$ cat config.mk
export PLATFORM = sky130hd
export DESIGN_NAME = keypad_scanner
export DESIGN_NICKNAME = d
export VERILOG_FILES = /design/src/rtl/keypad_scanner.sv
export SDC_FILE = /design/constraint.sdc
export NUM_CORES = 1
export LEC_CHECK = 0
export CAP_MARGIN = 20
export CORE_ASPECT_RATIO = 0.8
export CORE_MARGIN = 5
export CORE_UTILIZATION = 52
export DETAILED_ROUTE_END_ITERATION = 12
export PLACE_DENSITY = 0.79
export SLEW_MARGIN = 10
export SYNTH_ARGS = -nofsm -noshare
export SYNTH_HDL_FRONTEND = slang
export SYNTH_SLANG_ARGS = --single-unit
$ cat constraint.sdc
create_clock -name CLOCK_50 -period 2.5 [get_ports CLOCK_50]
set_input_delay 0.5 -clock CLOCK_50 [delete_from_list [all_inputs] [get_ports CLOCK_50]]
set_output_delay 0.5 -clock CLOCK_50 [all_outputs]
set_load 0.1 [all_outputs]
$ cat src/rtl/keypad_scanner.sv
// 4x4 keypad scanner: row strobe, 2-flop column sync, tick-based debounce of press and release.
// Optional KEYPAD_REPEAT_EN adds auto-repeat key_valid pulses while a key is held.
module keypad_scanner #(
   parameter int SCAN_DIV     = 50000,
   parameter int DEB_TICKS    = 20,
   parameter int REPEAT_TICKS = 250
) (
   input  logic       CLOCK_50,
   input  logic       resetn,
   input  logic [3:0] col,
   output logic [3:0] row,
   output logic [7:0] code,
   output logic       key_valid,
   output logic       key_down
);

   localparam int PW = $clog2(SCAN_DIV);
   localparam int CW = $clog2(DEB_TICKS + 1);
   localparam logic [PW-1:0] PRE_MAX = PW'(SCAN_DIV - 1);
   localparam logic [CW-1:0] DEB_MAX = CW'(DEB_TICKS);
   localparam logic [CW-1:0] CNT_ONE = CW'(1);

   if (SCAN_DIV < 2 || DEB_TICKS < 1 || REPEAT_TICKS < 1) begin : g_bad_param
      $error("keypad_scanner: parameter out of legal range");
   end

   typedef enum logic [1:0] {SCAN, DEBOUNCE, PRESSED, RELEASE} state_t;

   state_t          state_q, state_d;
   logic [PW-1:0]   pre_q, pre_d;
   logic [3:0]      col_m_q, col_s_q;
   logic [3:0]      row_q, row_d;
   logic [7:0]      code_q, code_d;
   logic [7:0]      cand_q, cand_d;
   logic [CW-1:0]   deb_q, deb_d;
   logic [CW-1:0]   rel_q, rel_d;
   logic            kv_q, kv_d;
   logic            kd_q, kd_d;

`ifdef KEYPAD_REPEAT_EN
   localparam int RW = $clog2(REPEAT_TICKS + 1);
   localparam logic [RW-1:0] RPT_MAX = RW'(REPEAT_TICKS);
   logic [RW-1:0]   rpt_q, rpt_d, rpt_inc;
`endif

   logic            tick;
   logic [3:0]      col_low;
   logic            one_col;
   logic [3:0]      row_next;
   logic [CW-1:0]   deb_inc, rel_inc;

   always_ff @(posedge CLOCK_50) begin
      if (!resetn) begin
         state_q <= SCAN;
         pre_q   <= '0;
         col_m_q <= 4'hF;
         col_s_q <= 4'hF;
         row_q   <= 4'b1110;
         code_q  <= 8'hFF;
         cand_q  <= 8'hFF;
         deb_q   <= '0;
         rel_q   <= '0;
         kv_q    <= 1'b0;
         kd_q    <= 1'b0;
`ifdef KEYPAD_REPEAT_EN
         rpt_q   <= '0;
`endif
      end else begin
         state_q <= state_d;
         pre_q   <= pre_d;
         col_m_q <= col;
         col_s_q <= col_m_q;
         row_q   <= row_d;
         code_q  <= code_d;
         cand_q  <= cand_d;
         deb_q   <= deb_d;
         rel_q   <= rel_d;
         kv_q    <= kv_d;
         kd_q    <= kd_d;
`ifdef KEYPAD_REPEAT_EN
         rpt_q   <= rpt_d;
`endif
      end
   end

   always_comb begin
      tick     = (pre_q == PRE_MAX);
      pre_d    = tick ? '0 : pre_q + 1'b1;
      col_low  = ~col_s_q;
      // Two or more low columns is a ghosting pattern and counts as no key.
      one_col  = (col_low != 4'h0) && ((col_low & (col_low - 4'h1)) == 4'h0);
      row_next = {row_q[2:0], row_q[3]};
      deb_inc  = (deb_q == DEB_MAX) ? deb_q : deb_q + 1'b1;
      rel_inc  = (rel_q == DEB_MAX) ? rel_q : rel_q + 1'b1;

      state_d  = state_q;
      row_d    = row_q;
      code_d   = code_q;
      cand_d   = cand_q;
      deb_d    = deb_q;
      rel_d    = rel_q;
      kv_d     = 1'b0;
      kd_d     = kd_q;
`ifdef KEYPAD_REPEAT_EN
      rpt_d    = rpt_q;
      rpt_inc  = rpt_q + 1'b1;
`endif

      if (tick) begin
         case (state_q)
            SCAN: begin
               if (one_col) begin
                  cand_d  = {col_s_q, row_q};
                  deb_d   = '0;
                  state_d = DEBOUNCE;
               end else begin
                  row_d = row_next;
               end
            end
            DEBOUNCE: begin
               if ({col_s_q, row_q} == cand_q) begin
                  deb_d = deb_inc;
                  if (deb_inc == DEB_MAX) begin
                     state_d = PRESSED;
                     code_d  = cand_q;
                     kv_d    = 1'b1;
                     kd_d    = 1'b1;
`ifdef KEYPAD_REPEAT_EN
                     rpt_d   = '0;
`endif
                  end
               end else begin
                  state_d = SCAN;
                  row_d   = row_next;
               end
            end
            PRESSED: begin
               if (col_s_q == 4'hF) begin
                  rel_d = CNT_ONE;
                  if (CNT_ONE == DEB_MAX) begin
                     state_d = SCAN;
                     kd_d    = 1'b0;
                     code_d  = 8'hFF;
                     row_d   = row_next;
                  end else begin
                     state_d = RELEASE;
                  end
               end else begin
`ifdef KEYPAD_REPEAT_EN
                  if (rpt_inc == RPT_MAX) begin
                     kv_d  = 1'b1;
                     rpt_d = '0;
                  end else begin
                     rpt_d = rpt_inc;
                  end
`endif
               end
            end
            RELEASE: begin
               if (col_s_q == 4'hF) begin
                  rel_d = rel_inc;
                  if (rel_inc == DEB_MAX) begin
                     state_d = SCAN;
                     kd_d    = 1'b0;
                     code_d  = 8'hFF;
                     row_d   = row_next;
                  end
               end else begin
                  state_d = PRESSED;
                  rel_d   = '0;
               end
            end
            default: state_d = SCAN;
         endcase
      end
   end

   assign row       = row_q;
   assign code      = code_q;
   assign key_valid = kv_q;
   assign key_down  = kd_q;

endmodule

==> flow_metrics.tcl, run 1 <==
set metrics [dict create \
    drt_first_pass_iters 4 \
    power.switching_mw 0.457 \
    vias 2335 \
    initialDrtViolationCount 173 \
    crit_required_ns 2.72 \
    grt_pass1_wl_um 9910 \
    cp-start-kind "flop" \
    final_core_utilization 0.663 \
    power_frac_clock 0.432 \
    clockRootBuffer "clkbuf_8" \
    wirelength_um 6010 \
    grt_use_met1 0.234 \
    cts_max_level 3 \
    dp.cells 391 \
    cp_common_cell "buf_4" \
    cap_violations 0 \
    whs_ns 0.412 \
    p_per_area_nw_per_um2 532 \
    cts_tree "built" \
    hold_violations 0 \
    total_power_mw 1.79 \
    use_met2 0.285 \
    yosysSeqAreaShare 0.425 \
    num_rows 23 \
    crit_path_max_incr_delay_ns 0.58 \
    syn_to_final_growth_pct 23.0 \
    pwr-share-comb 0.040 \
    min_path_type "reg -> reg" \
    hold_buffers 0 \
    cp_cell_sequence "or4bb_4 -> or4_4 -> buf_4 -> a2111oi_4 -> o211ai_1 -> buf_4 -> mux2i_1 -> nand2_1" \
    syn-num-nets 315 \
    track_usage 0.183 \
    setup_slack_ns -0.116 \
    grt_use_met3 0.0589 \
    dieArea_um2 6810 \
    intPower_mw 1.33 \
    clockBufferDepth 2 \
    power_leakage_nw 1.30 \
    netlist_instances 300 \
    crit_type "reg -> reg" \
    fmaxAchievable_ghz 0.382 \
    drc 0 \
    die_w_um 91.0 \
    nNetsFinal 360 \
    finalClockSkew_ns 0.00772 \
    ys_warn_count 0 \
    clk_latency_ns 0.34 \
    final_cells 412 \
    slew_headroom 0.586 \
    rsz0062_at_grt "true" \
    synth_area_per_cell_um2 9.10 \
    path_clk_slew_ns 0.07 \
    place_congestion 0.811 \
    p_sw_frac 0.256 \
    cts_inserted_buffers 9 \
    final_cell_mix "dfxtp_1 (51), buf_4 (38), nand2_1 (34), nor2_1 (24), xor2_1 (17)" \
    gr-total-overflow 0 \
    grt.busiest_layer "met2" \
    vias_per_cell 5.67 \
    final_common_cell "dfxtp_1" \
    antenna_found_initial 0 \
    cp.arrival_ns 2.83 \
    wl_per_cell_um 14.6 \
    ant_nets 0 \
    grt_max_degree 32 \
    crit_fanout 7 \
    yosysUniqueCellTypes 50 \
    ys_ff_latch 58 \
    first_global_vias 2158 \
    sequentialPowerShare 0.528 \
    core_um2 5060 \
    period_needed_ns 2.62 \
    fin_crit_sh 1.05 \
    slew_viol_final 0 \
    start_util 0.539 \
    dpl_worst_slack_ns -0.00876 \
    dpl.hpwl_um 3990 \
    pin_count 20 \
    portBuffers 19 \
    vdd_ir_drop_max_uv 472 \
    setup_viol 14 \
    status "complete, but fails checks" \
    cp_slowest_cell "or4_4" \
    syn_area_um2 2730 \
    fp.dieH_um 74.8 \
    worst_pin_slew_ns 0.615 \
    num_antenna_cells 0 \
    failed_checks "setup timing" \
    drive_gt1_frac 0.217 \
    clock_sinks 58 \
    crit_path_end_kind "flop" \
]
## kinds of logic (layout without fill, tap and decap cells)
kind of cell,count (synthesis),in the layout,share of synthesized area
XOR/XNOR,24,24,0.0770
AO/OA/AOI/OAI,51,51,0.131
flip-flops,58,58,0.425
adder cells (fa/ha/maj),9,9,0.0412
multiplexers,14,14,0.0513
buffers and inverters,21,71,0.0330
AND/OR/NAND/NOR,123,123,0.242
## per-layer routing
layer,vias to the layer above,share of wire
met4,0,0.018
met1,1116,0.46
met5,-,0
met2,48,0.47
met3,11,0.043
li1,1160,-
## synthesized netlist by cell type, drive strengths merged
cell | number | area share
mux2i | 14 | 0.051
or4 | 3 | 0.0096
and3 | 3 | 0.0069
nor2 | 25 | 0.037
a31oi | 2 | 0.0046
o21ai | 13 | 0.025
nor2b | 1 | 0.0023
a22o | 2 | 0.0064
nor3 | 2 | 0.0037
a32oi | 1 | 0.0032
or3 | 7 | 0.016
xnor2 | 7 | 0.022
a2111oi | 2 | 0.0087
inv | 12 | 0.016
or4b | 2 | 0.0073
a211oi | 2 | 0.0055
clkbuf | 7 | 0.0096
o2111ai | 1 | 0.0032
nor4b | 1 | 0.0032
or4bb | 1 | 0.0041
nand2 | 34 | 0.047
nand4 | 6 | 0.014
and3b | 1 | 0.0032
dfxtp | 58 | 0.43
a21o | 2 | 0.0055
buf | 2 | 0.0069
nor4 | 2 | 0.0046
and4 | 4 | 0.013
o22a | 8 | 0.026
a221oi | 1 | 0.0032
nand4b | 3 | 0.0096
a211o | 2 | 0.0064
nor4bb | 1 | 0.0037
xor2 | 17 | 0.055
and2 | 2 | 0.0046
a22oi | 1 | 0.0027
or3b | 1 | 0.0032
nand2b | 8 | 0.018
nand3 | 14 | 0.026
ha | 9 | 0.041
a21oi | 10 | 0.018
or2 | 2 | 0.0055
o311a | 1 | 0.0037
o211ai | 3 | 0.0082
## power groups by stage
stage / Sequential (mW) / Combinational, mW / Clock [mW]
after floorplan: 0.960 / 0.0421 / 0
after global placement: 0.963 / 0.0638 / 0
after detailed placement: 0.963 / 0.0653 / 0
after CTS: 0.942 / 0.0672 / 0.795
after global routing: 0.943 / 0.0795 / 0.845
final: 0.942 / 0.0719 / 0.772
## critical path: cells and delay by family (launching register included)
family	cells	cell delay (ns)
compound gates	2	0.47
mux	1	0.15
buf+inv	2	0.36
flops	1	0.32
simple gates	3	1.19
## state kept, by name (all words and copies together) (netlist names)
register   count
key_down       1
row            4
key_valid      1
deb_q          5
rel_q          5
col_s_q        4
col_m_q        4
cand_q         8
code           8
state_q        2
pre_q         16
## final timing paths
path	from	endpoint	slack, ns	depth (start not counted)
setup / recovery	pre_q[4]	row[3]	-0.12	8
hold / removal	col_m_q[0]	col_s_q[0]	0.41	1
setup reg to reg	pre_q[4]	row[3]	-0.12	8
hold reg to reg	col_m_q[0]	col_s_q[0]	0.41	1
## through the flow
stage               TNS [ns]  cell area [um2]
finish                -0.894             3360
global route           -1.96             3360
CTS                  -0.0105             3260
detailed placement   -0.0275             3070
global placement           0             3070
floorplan                  0             2740
## what timing repair did
action	4_1_cts	5_1_grt
resized for setup	1	16
endpoints found under the setup margin	5	25
buffers inserted	1	4
pin swaps	0	11
## cell type report
cell class	count	area (um2)
clock buffer	9	124
sequential	58	1170
multi-input combinational	221	1550
clock inverter	7	53.8
fill	408	1710
inverter	12	45.0
tap	62	77.6
timing repair buffer	43	335
(Power assumes the default switching activity.)
==> run 2, diff against run 1 <==
GPL_ROUTABILITY_DRIVEN = 1   (was unset)
GPL_TIMING_DRIVEN = 0   (was unset)
==> flow_metrics.tcl, run 2 (synthesis results as in run 1) <==
set metrics [dict create \
    clock_sinks 58 \
    gr-total-overflow 0 \
    dpl.hpwl_um 3890 \
    dieArea_um2 6810 \
    cp.arrival_ns 2.76 \
    fin_area_um2 3380 \
    period_needed_ns 2.53 \
    finalClockSkew_ns 0.00606 \
    setup_viol 10 \
    setup_slack_ns -0.0299 \
    ant_nets 0 \
    worst_pin_slew_ns 0.979 \
    wirelength_um 5550 \
    drc 0 \
    drt_first_pass_iters 4 \
    initialDrtViolationCount 124 \
    cp-start-kind "flop" \
    portBuffers 19 \
    vias_per_cell 5.68 \
    nNetsFinal 349 \
    failed_checks "setup timing" \
    fp.dieH_um 74.8 \
    rsz0062_at_grt "true" \
    start_util 0.539 \
    crit_fanout 5 \
    cts_max_level 3 \
    slew_viol_final 0 \
    cap_violations 0 \
    top_register "pre_q" \
    crit_path_end_kind "flop" \
    hold_violations 0 \
    clockRootBuffer "clkbuf_8" \
    grt_pass1_wl_um 9460 \
    crit_required_ns 2.73 \
    num_antenna_cells 0 \
    slew_headroom 0.345 \
    dpl_worst_slack_ns -0.572 \
    final_cells 401 \
    power_leakage_nw 1.26 \
    drive_gt1_frac 0.136 \
    clockBufferDepth 2 \
    final_common_cell "dfxtp_1" \
    largest_reg_flops 16 \
    antenna_found_initial 0 \
    core_um2 5060 \
    min_path_type "reg -> reg" \
    die_w_um 91.0 \
    place_congestion 0.861 \
    p_per_area_nw_per_um2 597 \
    fmaxAchievable_ghz 0.395 \
    pin_count 20 \
    crit_type "reg -> reg" \
    fin_crit_sh 1.01 \
    first_global_vias 2065 \
    status "complete, but fails checks" \
    num_rows 23 \
    vdd_ir_drop_max_uv 557 \
    track_usage 0.174 \
    syn_to_final_growth_pct 23.8 \
    grt_max_degree 11 \
    final_cell_mix "dfxtp_1 (49), nand2_1 (34), nor2_1 (24), clkdlybuf4s50_1 (19), xor2_1 (17)" \
    dpl_cell_area_um2 3000 \
    dp.cells 381 \
    wl_per_cell_um 13.8 \
    path_clk_slew_ns 0.07 \
    clk_latency_ns 0.33 \
    cts_inserted_buffers 9 \
    cts_tree "built" \
    whs_ns 0.410 \
    vias 2277 \
]
-- run 2: where the power goes --
| group | internal, mW | switching [mW] |
|---|---|---|
| sequential | 0.934 | 0.00753 |
| combinational | 0.0275 | 0.0396 |
| clock | 0.641 | 0.369 |
| total | 1.60 | 0.416 |
-- run 2: area by class of cell --
type | instances | area, um2
timing repair buffer | 24 | 228
clock inverter | 4 | 72.6
inverter | 12 | 45.0
buffer | 7 | 48.8
sequential | 58 | 1170
multi-input combinational | 222 | 1570
tap | 62 | 77.6
clock buffer | 12 | 165
fill | 399 | 1680
-- run 2: stage by stage --
step | power, mW | setup TNS (ns) | utilization
after floorplan | 1.00 | 0 | -
after global placement | 1.02 | -5.07 | 0.593
after detailed placement | 1.02 | -6.36 | 0.593
after CTS | 2.04 | -0.377 | 0.654
after global routing | 2.09 | -1.10 | 0.667
final | 2.02 | -0.189 | 0.667
-- run 2: timing repair --
action | in CTS | in global routing
hold buffers | 0 | 0
cloned | 0 | 1
hold endpoints to repair | 0 | 0
setup buffers | 2 | 3
pin swaps | 7 | 8
endpoints found under the setup margin | 26 | 38
gates resized for setup | 12 | 13
-- run 2: critical path: stages, from the launching register on --
cell	delay, ns
dfxtp_2	0.33
or4_1	0.52
or4_4	0.56
or4b_1	0.52
o311a_4	0.18
a21o_1	0.16
a22o_1	0.17
-- run 2: layer usage --
metal | global-route usage | part of all wire
met5 | 0 | 0
met4 | 0.0749 | 0.0063
met3 | 0.0589 | 0.041
met2 | 0.270 | 0.45
met1 | 0.224 | 0.51
-- run 2: final timing paths --
path                                   end  depth (start not counted)        from  slack [ns]
worst max-delay path              deb_q[3]                          6   pre_q[12]       -0.03
worst min-delay path            col_s_q[0]                          1  col_m_q[0]        0.41
worst max register to register    deb_q[3]                          6   pre_q[12]       -0.03
worst min register to register  col_s_q[0]                          1  col_m_q[0]        0.41
==> run 3, diff against run 2 <==
CORE_MARGIN = unset   (was 5)
==> flow_metrics.tcl, run 3 (synthesis results as in run 1) <==
set metrics [dict create \
    path_clk_slew_ns 0.07 \
    start_util 0.542 \
    ant_nets 0 \
    syn_to_final_growth_pct 23.4 \
    track_usage 0.219 \
    vias 2305 \
    rsz0062_at_grt "true" \
    grt_max_degree 13 \
    cp.arrival_ns 2.81 \
    slew_viol_final 0 \
    place_congestion 0.829 \
    core_um2 5040 \
    cts_max_level 3 \
    wl_per_cell_um 14.4 \
    power_leakage_nw 1.24 \
    crit_path_max_incr_delay_ns 0.52 \
    largest_reg_flops 16 \
    clockBufferDepth 2 \
    dpl_cell_area_um2 3000 \
    p_per_area_nw_per_um2 556 \
    drt_first_pass_iters 5 \
    slew_headroom 0.341 \
    tns_ns -0.137 \
    setup_viol 9 \
    grt_pass1_wl_um 9360 \
    drc 0 \
    clock_sinks 58 \
    gr-total-overflow 0 \
    die_w_um 83.0 \
    failed_checks "setup timing" \
    portBuffers 19 \
    worst_pin_slew_ns 0.986 \
    min_path_type "reg -> reg" \
    cp-start-kind "flop" \
    crit_fanout 4 \
    period_needed_ns 2.53 \
    cap_violations 0 \
    initialDrtViolationCount 131 \
    dpl.hpwl_um 3880 \
    cp_slowest_cell "or4bb_1" \
    hold_violations 0 \
    finalClockSkew_ns 0.00501 \
    cp_cell_sequence "or4bb_1 -> or4_4 -> or2_4 -> or3_4 -> or3_1 -> o21ai_1" \
    crit_required_ns 2.78 \
    fp.dieH_um 66.8 \
    antenna_found_initial 0 \
    whs_ns 0.400 \
    hold_buffers 0 \
    final_common_cell "dfxtp_1" \
    status "complete, but fails checks" \
    setup_slack_ns -0.0315 \
    nNetsFinal 353 \
    first_global_vias 2021 \
    fin_crit_sh 1.01 \
    num_rows 23 \
    dieArea_um2 5550 \
    vdd_ir_drop_max_uv 557 \
    num_antenna_cells 0 \
    pin_count 20 \
    fin_area_um2 3370 \
    drive_gt1_frac 0.143 \
    clk_latency_ns 0.34 \
    cts_inserted_buffers 9 \
    fmaxAchievable_ghz 0.395 \
    top_register "pre_q" \
    clockRootBuffer "clkbuf_8" \
    cts_tree "built" \
    vias_per_cell 5.69 \
    wirelength_um 5840 \
    crit_type "reg -> reg" \
    crit_path_end_kind "flop" \
    final_cell_mix "dfxtp_1 (49), nand2_1 (34), nor2_1 (24), clkdlybuf4s50_1 (19), xor2_1 (17)" \
    total_power_mw 1.87 \
]
## run 3: changes by cell type in the layout (fill, tap and decap cells not counted)
cell | previous run | this run
clkbuf_1 | 5 | 6
buf_4 | 5 | 8
bufinv_16 | 2 | 1
dfxtp_4 | 0 | 1
o21ai_0 | 8 | 9
buf_8 | 2 | 1
clkinvlp_4 | 1 | 3
inv_6 | 0 | 1
clkbuf_8 | 12 | 9
clkinv_2 | 1 | 0
dfxtp_2 | 9 | 8
clkinv_4 | 0 | 2
buf_6 | 0 | 1
o21ai_1 | 4 | 3
## run 3: worst paths after layout
check	startpoint	to	slack (ns)	cells after the start
min	col_m_q[0]	col_s_q[0]	0.40	1
max reg2reg	pre_q[4]	deb_q[0]	-0.03	6
min reg2reg	col_m_q[0]	col_s_q[0]	0.40	1
max	pre_q[4]	deb_q[0]	-0.03	6
## run 3: per-layer routing
layer / global-route usage / routed length [um] / up-vias
li1: - / - / 1151
met4: 0.0776 / 52 / 0
met3: 0.0843 / 341 / 7
met2: 0.329 / 2680 / 59
met1: 0.287 / 2760 / 1088
met5: 0 / 0 / -
## run 3: per-stage QoR
stage | cells | worst slack, ns | utilization
after floorplan | 300 | 0.0627 | -
final | 405 | -0.0315 | 0.669
after detailed placement | 381 | -0.539 | 0.597
after global routing | 405 | -0.0753 | 0.669
after global placement | 381 | -0.463 | 0.597
after CTS | 401 | -0.0402 | 0.656
## run 3: final cells by class
| cell class | instances | area [um2] |
|---|---|---|
| sequential | 58 | 1170 |
| timing repair buffer | 27 | 250 |
| fill | 392 | 1670 |
| clock buffer | 9 | 124 |
| multi-input combinational | 222 | 1570 |
| inverter | 12 | 45.0 |
| clock inverter | 7 | 78.8 |
| buffer | 8 | 48.8 |
| tap | 62 | 77.6 |
## run 3: what timing repair did
item,CTS,global route
endpoints found under the setup margin,26,27
buffers inserted,5,3
cloned,0,1
pin swaps,5,4
resized for setup,14,10
## run 3: report_power, final
part	total (mW)	switching [mW]	leakage, nW	internal [mW]
sequential	0.940	0.00790	0.472	0.933
clock	0.865	0.400	0.0921	0.465
combinational	0.0689	0.0405	0.681	0.0284
## run 3: worst max-delay path, delay by kind of cell, from the launching register on
kind | cells | cell delay [ns]
AND/OR/NAND/NOR | 5 | 2.03
flip-flops | 1 | 0.35
AO/OA/AOI/OAI | 1 | 0.08
